## src/rtl/ysyx_22050854_mul_ctrl.sv

```systemverilog
// ----------------------------------------------------------------------------
// ysyx_22050854_mul_ctrl
//   Iterative radix-4 Booth multiplier controller for an RV64 EXU.
//   A request is accepted in IDLE. The operands are extended to 66 bits, or to
//   34 bits for MULW. One Booth digit is then retired per BUSY cycle into a
//   132-bit accumulator. The product is presented in DONE until it is consumed.
//
// Ports
//   clk          rising-edge clock
//   rst_n        synchronous active-low reset
//   mul_valid    request strobe (accepted only in IDLE)
//   flush        abort any operation in flight
//   mulw         32-bit operation (result is sign-extended low word)
//   mul_signed   {multiplicand signed, multiplier signed}
//   multiplicand operand X
//   multiplier   operand Y
//   out_ready    consumer accepts the result
//   mul_ready    controller can accept a request (IDLE only)
//   out_valid    result_hi/result_lo valid (DONE only)
//   result_hi    upper 64 bits of the product (0 for mulw)
//   result_lo    lower 64 bits of the product
// ----------------------------------------------------------------------------
module ysyx_22050854_mul_ctrl (
    input  logic        clk,
    input  logic        rst_n,
    input  logic        mul_valid,
    input  logic        flush,
    input  logic        mulw,
    input  logic [1:0]  mul_signed,
    input  logic [63:0] multiplicand,
    input  logic [63:0] multiplier,
    input  logic        out_ready,
    output logic        mul_ready,
    output logic        out_valid,
    output logic [63:0] result_hi,
    output logic [63:0] result_lo
);

    typedef enum logic [1:0] {
        IDLE = 2'd0,
        BUSY = 2'd1,
        DONE = 2'd2
    } state_e;

    state_e         state_q;
    logic [5:0]     cnt_q;
    logic [131:0]   x_q;
    logic [66:0]    y_q;
    logic [131:0]   acc_q;
    logic           mulw_q;
    logic           mul_ready_q;
    logic           out_valid_q;
    logic [63:0]    res_hi_q;
    logic [63:0]    res_lo_q;

    // Operand extension. An unsigned multiplicand with a signed multiplier
    // (2'b01) has no RV64 use, so it is folded into the fully unsigned case.
    logic           x_sgn;
    logic           y_sgn;
    logic [65:0]    x_ext;
    logic [65:0]    y_ext;

    assign x_sgn = mul_signed[1];
    assign y_sgn = mul_signed[1] & mul_signed[0];

    // The 34-bit MULW extension is widened to 66 bits by sign extension. The
    // upper Booth digits are never consumed because only 17 iterations run.
    always_comb begin
        x_ext = '0;
        y_ext = '0;
        if (mulw) begin
            x_ext = {{34{x_sgn & multiplicand[31]}}, multiplicand[31:0]};
            y_ext = {{34{y_sgn & multiplier[31]}},   multiplier[31:0]};
        end else begin
            x_ext = {{2{x_sgn & multiplicand[63]}}, multiplicand};
            y_ext = {{2{y_sgn & multiplier[63]}},   multiplier};
        end
    end

    // Booth radix-4 partial-product generator. The window is
    // {y[i+1], y[i], y[i-1]}. A negative multiple is produced as its one's
    // complement, and the carry-in pc adds the missing +1.
    logic [131:0]   pp;
    logic           pc;

    always_comb begin
        pp = '0;
        pc = 1'b0;
        case (y_q[2:0])
            3'b001, 3'b010: pp = x_q;
            3'b011:         pp = {x_q[130:0], 1'b0};
            3'b100: begin
                pp = ~{x_q[130:0], 1'b0};
                pc = 1'b1;
            end
            3'b101, 3'b110: begin
                pp = ~x_q;
                pc = 1'b1;
            end
            default: pp = '0;
        endcase
    end

    logic [131:0]   acc_d;
    logic           last;
    logic [63:0]    res_hi_d;
    logic [63:0]    res_lo_d;

    assign acc_d    = acc_q + pp + {131'd0, pc};
    assign last     = mulw_q ? (cnt_q == 6'd16) : (cnt_q == 6'd32);
    assign res_hi_d = mulw_q ? '0 : acc_d[127:64];
    assign res_lo_d = mulw_q ? {{32{acc_d[31]}}, acc_d[31:0]} : acc_d[63:0];

    always_ff @(posedge clk) begin
        if (!rst_n) begin
            state_q     <= IDLE;
            cnt_q       <= '0;
            x_q         <= '0;
            y_q         <= '0;
            acc_q       <= '0;
            mulw_q      <= 1'b0;
            mul_ready_q <= 1'b1;
            out_valid_q <= 1'b0;
            res_hi_q    <= '0;
            res_lo_q    <= '0;
        end else if (flush) begin
            state_q     <= IDLE;
            cnt_q       <= '0;
            mul_ready_q <= 1'b1;
            out_valid_q <= 1'b0;
        end else begin
            case (state_q)
                IDLE: begin
                    if (mul_valid) begin
                        x_q         <= {{66{x_ext[65]}}, x_ext};
                        y_q         <= {y_ext, 1'b0};
                        mulw_q      <= mulw;
                        acc_q       <= '0;
                        cnt_q       <= '0;
                        mul_ready_q <= 1'b0;
                        state_q     <= BUSY;
                    end
                end
                BUSY: begin
                    acc_q <= acc_d;
                    x_q   <= {x_q[129:0], 2'b00};
                    y_q   <= {2'b00, y_q[66:2]};
                    cnt_q <= cnt_q + 6'd1;
                    if (last) begin
                        res_hi_q    <= res_hi_d;
                        res_lo_q    <= res_lo_d;
                        out_valid_q <= 1'b1;
                        state_q     <= DONE;
                    end
                end
                DONE: begin
                    if (out_ready) begin
                        out_valid_q <= 1'b0;
                        mul_ready_q <= 1'b1;
                        state_q     <= IDLE;
                    end
                end
                default: begin
                    state_q     <= IDLE;
                    mul_ready_q <= 1'b1;
                    out_valid_q <= 1'b0;
                end
            endcase
        end
    end

    assign mul_ready = mul_ready_q;
    assign out_valid = out_valid_q;
    assign result_hi = res_hi_q;
    assign result_lo = res_lo_q;

endmodule

```

## config.mk

```make
export PLATFORM = sky130hd
export DESIGN_NAME = ysyx_22050854_mul_ctrl
export DESIGN_NICKNAME = d
export VERILOG_FILES = /design/src/rtl/ysyx_22050854_mul_ctrl.sv
export SDC_FILE = /design/constraint.sdc
export NUM_CORES = 2
export LEC_CHECK = 0
export CORE_MARGIN = 2
export CORE_UTILIZATION = 40
export CTS_BUF_LIST = sky130_fd_sc_hd__clkbuf_2
export CTS_CLUSTER_DIAMETER = 80
export DETAILED_ROUTE_END_ITERATION = 6
export GPL_TIMING_DRIVEN = 1
export HOLD_SLACK_MARGIN = 0.15
export PLACE_DENSITY = 0.7
export RECOVER_POWER = 50
export REMOVE_ABC_BUFFERS = 1
export SLEW_MARGIN = 15
export SYNTH_ARGS = -nofsm -noshare
export SYNTH_HDL_FRONTEND = slang
export SYNTH_SLANG_ARGS = --single-unit
```

## constraint.sdc

```tcl
create_clock -name clk -period 5.2 [get_ports clk]
set_input_delay 1.04 -clock clk [delete_from_list [all_inputs] [get_ports clk]]
set_output_delay 1.04 -clock clk [all_outputs]
set_load 0.05 [all_outputs]
```

# Yosys cells after proc, flatten, opt, wreduce, memory -nomap -nowiden
# Index checks and enable logic that the tools add are counted.
# totals
reg_bits,470
input_bits,136
wordCells,75
# classes
n_addsub,3
n_eq_ne,13
muxes,25
bitwise_logic,11
n_reduce_logical,13
# op_table
operator,n
132-bit case mux with 2 select lines,2
132-bit case mux with 4 select lines,1
132-bit 2-to-1 mux,2
132-bit NOT,2
67-bit case mux with 2 select lines,1
132-bit by 1-bit adder with 132-bit output,1
132-bit adder,1
66-bit 2-to-1 mux,2
64-bit 2-to-1 mux,2
67-bit 2-to-1 mux,1
3-bit AND reduction,6
6-bit case mux with 2 select lines,1
"3-bit == test, second input constant",3
"6-bit by 1-bit adder with 6-bit output, second input constant",1
"3-bit by 2-bit == test with 1-bit output, second input constant",2
"6-bit by 5-bit == test with 1-bit output, second input constant",1
"6-bit == test, second input constant",1
1-bit 2-to-1 mux,6
2-bit 2-to-1 mux,3
6-bit 2-to-1 mux,1
"2-bit != test, second input constant",3
1-bit case mux with 3 select lines,2
2-bit case mux with 3 select lines,1
2-bit OR reduction,3
other kinds (9),16

# Longest topological paths before layout
# logic_depth
depth_word,6
mapped_depth,21
depth_no_buf,17

# Worst setup path before layout
# No wires, ideal clock.
# synth_timing
path_type,flip-flop to flip-flop
from,register y_q[2]
to,"register res_hi_q[54], in the netlist result_hi[54]"
setup_ps,117
arrival_time_ps,4252
setup_slack_ps,831
path_stages_with_launch,19
n_path_buf,3
period_less_slack_ps,4369
cell_sequence,dfxtp_1 -> clkbuf_1 -> buf_1 -> buf_1 -> xor2_1 -> a22oi_1 -> o21ai_0 -> ha_1 -> a21o_1 -> a21o_1 -> a221o_1 -> a211o_1 -> a211oi_4 -> nor3_4 -> o21ai_2 -> a31oi_1 -> o21ai_2 -> nand3_1 -> a32o_1
# synth_via
elab_chain_len,6
# synth_lines
item,line_no,rtl
from (decl),48,logic [66:0] y_q;
from (signal assigned),136,"y_q <= {y_ext, 1'b0};"
from (signal assigned),147,"y_q <= {2'b00, y_q[66:2]};"
"3-bit == test, or another cell as far along",89,case (y_q[2:0])
"2-bit OR reduction, on equally long branches",--,
132-bit case mux with 4 select lines,89,
132-bit adder,109,"assign acc_d = acc_q + pp + {131'd0, pc};"
132-bit by 1-bit adder with 132-bit output *,109,
64-bit 2-to-1 mux *,111,assign res_hi_d = mulw_q ? '0 : acc_d[127:64];
to (signal assigned),150,res_hi_q <= res_hi_d;
to (decl),53,logic [63:0] res_hi_q;
# Mark *: on every way between the ends. The rest lies on a longest branch, timed or not.
# A chain may end at the register's enable or synchronous reset.

# Worst setup path in the final report
# layout_timing
from,register y_q[1]
to,"register res_hi_q[51], in the netlist result_hi[51]"
# Same word-level chain as after synthesis.

==> insert_results.sql <==
INSERT INTO impl_metrics (metric_group, metric, value, unit) VALUES
('run_status', 'run_status', 'finished with violations', ''),
('run_status', 'failed_checks', 'DRC, capacitance limit, slew limit', ''),
('power', 'power_report.internal_total', '5.098', 'mW'),
('sta', 'clock.fmax', '204.2', 'MHz'),
('power', 'power', '7.638', 'mW'),
('floorplanning', 'ios', '266', ''),
('sta', 'fin_skew', '140.7', 'ps'),
('global_route', 'grt_util_all_layers', '24.81', '%'),
('yosys', 'ys_types', '86', ''),
('final_layout', 'multi_input_area', '18270', 'µm²'),
('setup_path', 'worst-r2r-cell-count', '16', ''),
('yosys', 'synth_top_cell_area_share', '31.97', '%'),
('detailed_routing', 'detail_route.iter0.violations', '2239', ''),
('yosys', 'synthesis.area_per_instance', '7.810', 'µm²'),
('placement', 'placed_cell_area', '32240', 'µm²'),
('yosys', 'ys_warns', '0', ''),
('floorplanning', 'die_h', '272.6', 'µm'),
('yosys', 'synth_compound_area_share', '34.25', '%'),
('min_path', 'endpoint_with_the_worst_hold_slack', 'y_q[17]$_SDFFE_PN0P_', ''),
('detailed_routing', 'postRouteAntennaNets', '0', ''),
('detailed_routing', 'wl_per_cell', '19.57', 'µm'),
('min_path', 'hold-path-cell-count', '3', ''),
('min_path', 'min-delay-start', 'multiplier[16]', ''),
('detailed_routing', 'detailroute.via_count', '28630', ''),
('setup_path', 'crit_arrival', '5950', 'ps'),
('setup_path', 'crit_path_start_kind', 'register', ''),
('yosys', 'synth.top_cells.by_area', 'sky130_fd_sc_hd__dfxtp_1 32%, sky130_fd_sc_hd__a21oi_1 7.6%, sky130_fd_sc_hd__a22oi_1 6.4%', ''),
('yosys', 'synth_flop_cell', 'sky130_fd_sc_hd__dfxtp_1', ''),
('detailed_routing', 'detail_route.drc_violations', '36', ''),
('clock_tree', 'cts.path.max_buffers', '3', ''),
('placement', 'globalplace.congestion', '0.9584', ''),
('sta', 'report.final.hold_viol_count', '0', ''),
('floorplanning', 'floorplan.initialDensity', '40.38', '%'),
('yosys', 'synth_common_cells', '461 x sky130_fd_sc_hd__dfxtp_1, 439 x sky130_fd_sc_hd__a21oi_1, 339 x sky130_fd_sc_hd__nor2_1, 305 x sky130_fd_sc_hd__nand2_1, 258 x sky130_fd_sc_hd__clkbuf_1', ''),
('yosys', 'postSynth.asyncResetShare', '0', '%'),
('power', 'share_seq_of_total_power', '48.7', '%'),
('placement', 'port-buffer-count', '265', ''),
('flow_run', 'max_cap_violations', '7', ''),
('setup_path', 'end_kind', 'register', ''),
('min_path', 'min-delay-path-class', 'in2reg', ''),
('power', 'combinational_cell_fraction_of_total_power', '17.6', '%'),
('detailed_routing', 'detail_route.wirelength', '95530', 'µm'),
('setup_path', 'timing.critical_path.cells', 'nand2_1 > nor2_4 > buf_12 > a22oi_1 > o21ai_0 > ha_1 > and3_1 > nand2_1 > or4_1 > nor4_1 > and2_1 > a22o_1 > nor2_1 > o31ai_1 > xor2_1 > a22o_1', ''),
('final_layout', 'final_std_cells_w_o_fill', '4882', ''),
('yosys', 'synth_sequential_area_ratio', '31.97', '%'),
('sta', 'timing.hold.ws', '380.2', 'ps'),
('yosys', 'yosysTopAreaCell', 'sky130_fd_sc_hd__dfxtp_1', ''),
('global_route', 'grt_max_degree', '155', ''),
('clock_tree', 'cts.root.buffer_cell', 'sky130_fd_sc_hd__clkbuf_2', ''),
('setup_path', 'rr_endpoint', 'result_hi[51]$_SDFFE_PN0P_', ''),
('floorplanning', 'floorplan.die_area', '74330', 'µm²'),
('final_layout', 'seq_area', '9233', 'µm²'),
('clock_tree', 'tritoncts.num_buffers', '119', ''),
('sta', 'fin_ws', '303.4', 'ps'),
('floorplanning', 'placeableCoreArea', '71490', 'µm²'),
('power', 'power_frac_clock', '33.6', '%'),
('yosys', 'dominant_combinational_cell_family_by_area_after_synthesis', 'compound AO/OA/AOI/OAI gates', ''),
('sta', 'max_slew.worst_pin.slew', '2509', 'ps'),
('detailed_routing', 'post_drt_via_cell_ratio', '5.865', ''),
('sta', 'pins_over_their_slew_limit', '490', ''),
('yosys', 'post_synth_and_or_nand_nor_area_fraction', '15.73', '%'),
('sta', 'final-setup-viol-count', '0', ''),
('final_layout', 'design.final.nets', '4105', ''),
('clock_tree', 'cts.repair_timing.setup_buffer_count', '0', ''),
('setup_path', 'cp_top_family', 'simple AND/OR/NAND/NOR gates', ''),
('clock_tree', 'insertion_delay', '1270', 'ps'),
('floorplanning', 'die_width', '272.6', 'µm'),
('sta', 'setup-tns-final', '0', 'ps'),
('power', 'cellLeakagePower', '13.82', 'nW'),
('setup_path', 'r2r-start', 'y_q[1]$_SDFFE_PN0P_', ''),
('setup_path', 'critPathSlowestCell', 'sky130_fd_sc_hd__or4_1', '');
-- placed cells by master (no fill, tap or decap), types with 128 or more instances in the layout --
cell type and instances:
sky130_fd_sc_hd__clkbuf_2 175, sky130_fd_sc_hd__a21oi_1 439, sky130_fd_sc_hd__dfxtp_1 460, sky130_fd_sc_hd__clkdlybuf4s50_1 140
sky130_fd_sc_hd__a22oi_1 245, sky130_fd_sc_hd__xor2_1 160, sky130_fd_sc_hd__nand2_1 304, sky130_fd_sc_hd__o21ai_0 248
sky130_fd_sc_hd__ha_1 128, sky130_fd_sc_hd__nor2_1 335
-- timing repair --
item,in CTS,in global routing
endpoints found under the hold margin,0,0
endpoints found under the setup margin,0,4
gates resized for setup,0,1
-- sequential cells by signal, indices dropped and copies added (netlist names) --
signal / cells
acc_q: 128
x_q: 128
y_q: 66
result_hi: 64
result_lo: 64
cnt_q: 6
state_q: 2
mul_ready: 1
mulw_q: 1
out_valid: 1
-- power groups by stage --
stage	Clock, mW	Sequential (mW)	Combinational [mW]
6_report	2.57	3.72	1.35
5_1_grt	2.81	3.74	1.48
4_1_cts	2.64	3.72	1.34
3_5_place_dp	0	3.80	1.33
3_3_place_gp	0	3.80	1.32
2_1_floorplan	0	3.79	0.868
-- worst max-delay path by stage --
stage | endpoint | slack, ps | depth (start not counted)
6_report | result_hi[51]$_SDFFE_PN0P_ | 300 | 16
5_1_grt | result_hi[44]$_SDFFE_PN0P_ | 30 | 17
4_1_cts | result_hi[24]$_SDFFE_PN0P_ | 280 | 16
3_5_place_dp | result_hi[24]$_SDFFE_PN0P_ | 400 | 17
3_3_place_gp | result_hi[24]$_SDFFE_PN0P_ | 360 | 16
2_1_floorplan | result_lo[34]$_SDFFE_PN0P_ | -8020 | 15
-- metal layers --
metal	GRT usage, %	share of wire [%]	wire (µm)
met5	0	0	0
met4	8.979	3.3	3151
met3	5.632	6.4	6151
met2	40.94	47	44690
met1	31.60	43	41540
-- logic make-up (layout without fill, tap and decap cells) --
family	Yosys count	count (layout)
AOI/OAI and AO/OA	1496	1496
xor gates and xnor gates	237	237
adders and majority gates	130	130
buffers and inverters	373	603
DFF	461	461
muxes	6	6
other	0	6
and+or+nand+nor	993	993
-- layout make-up --
| class | count | area share [%] |
|---|---|---|
| diodes | 6 | 0.04513 |
| well taps | 950 | 3.573 |
| repair buffers | 338 | 9.860 |
| clock buffers | 170 | 2.557 |
| multi-input cells | 2862 | 54.90 |
| flip-flops and latches | 461 | 27.75 |
| inverters | 57 | 0.6581 |
| clock inverters | 38 | 0.6581 |
-- worst register-to-register path: cells and delay by family, from the launching register on --
kind                       cells  cell delay, ps
AOI/OAI and AO/OA              5            1350
adders and majority gates      1             310
and+or+nand+nor                8            2130
xor gates and xnor gates       1             140
DFF                            1             530
buffers and inverters          1             290
Note: power is estimated with default switching activity, not from simulation.
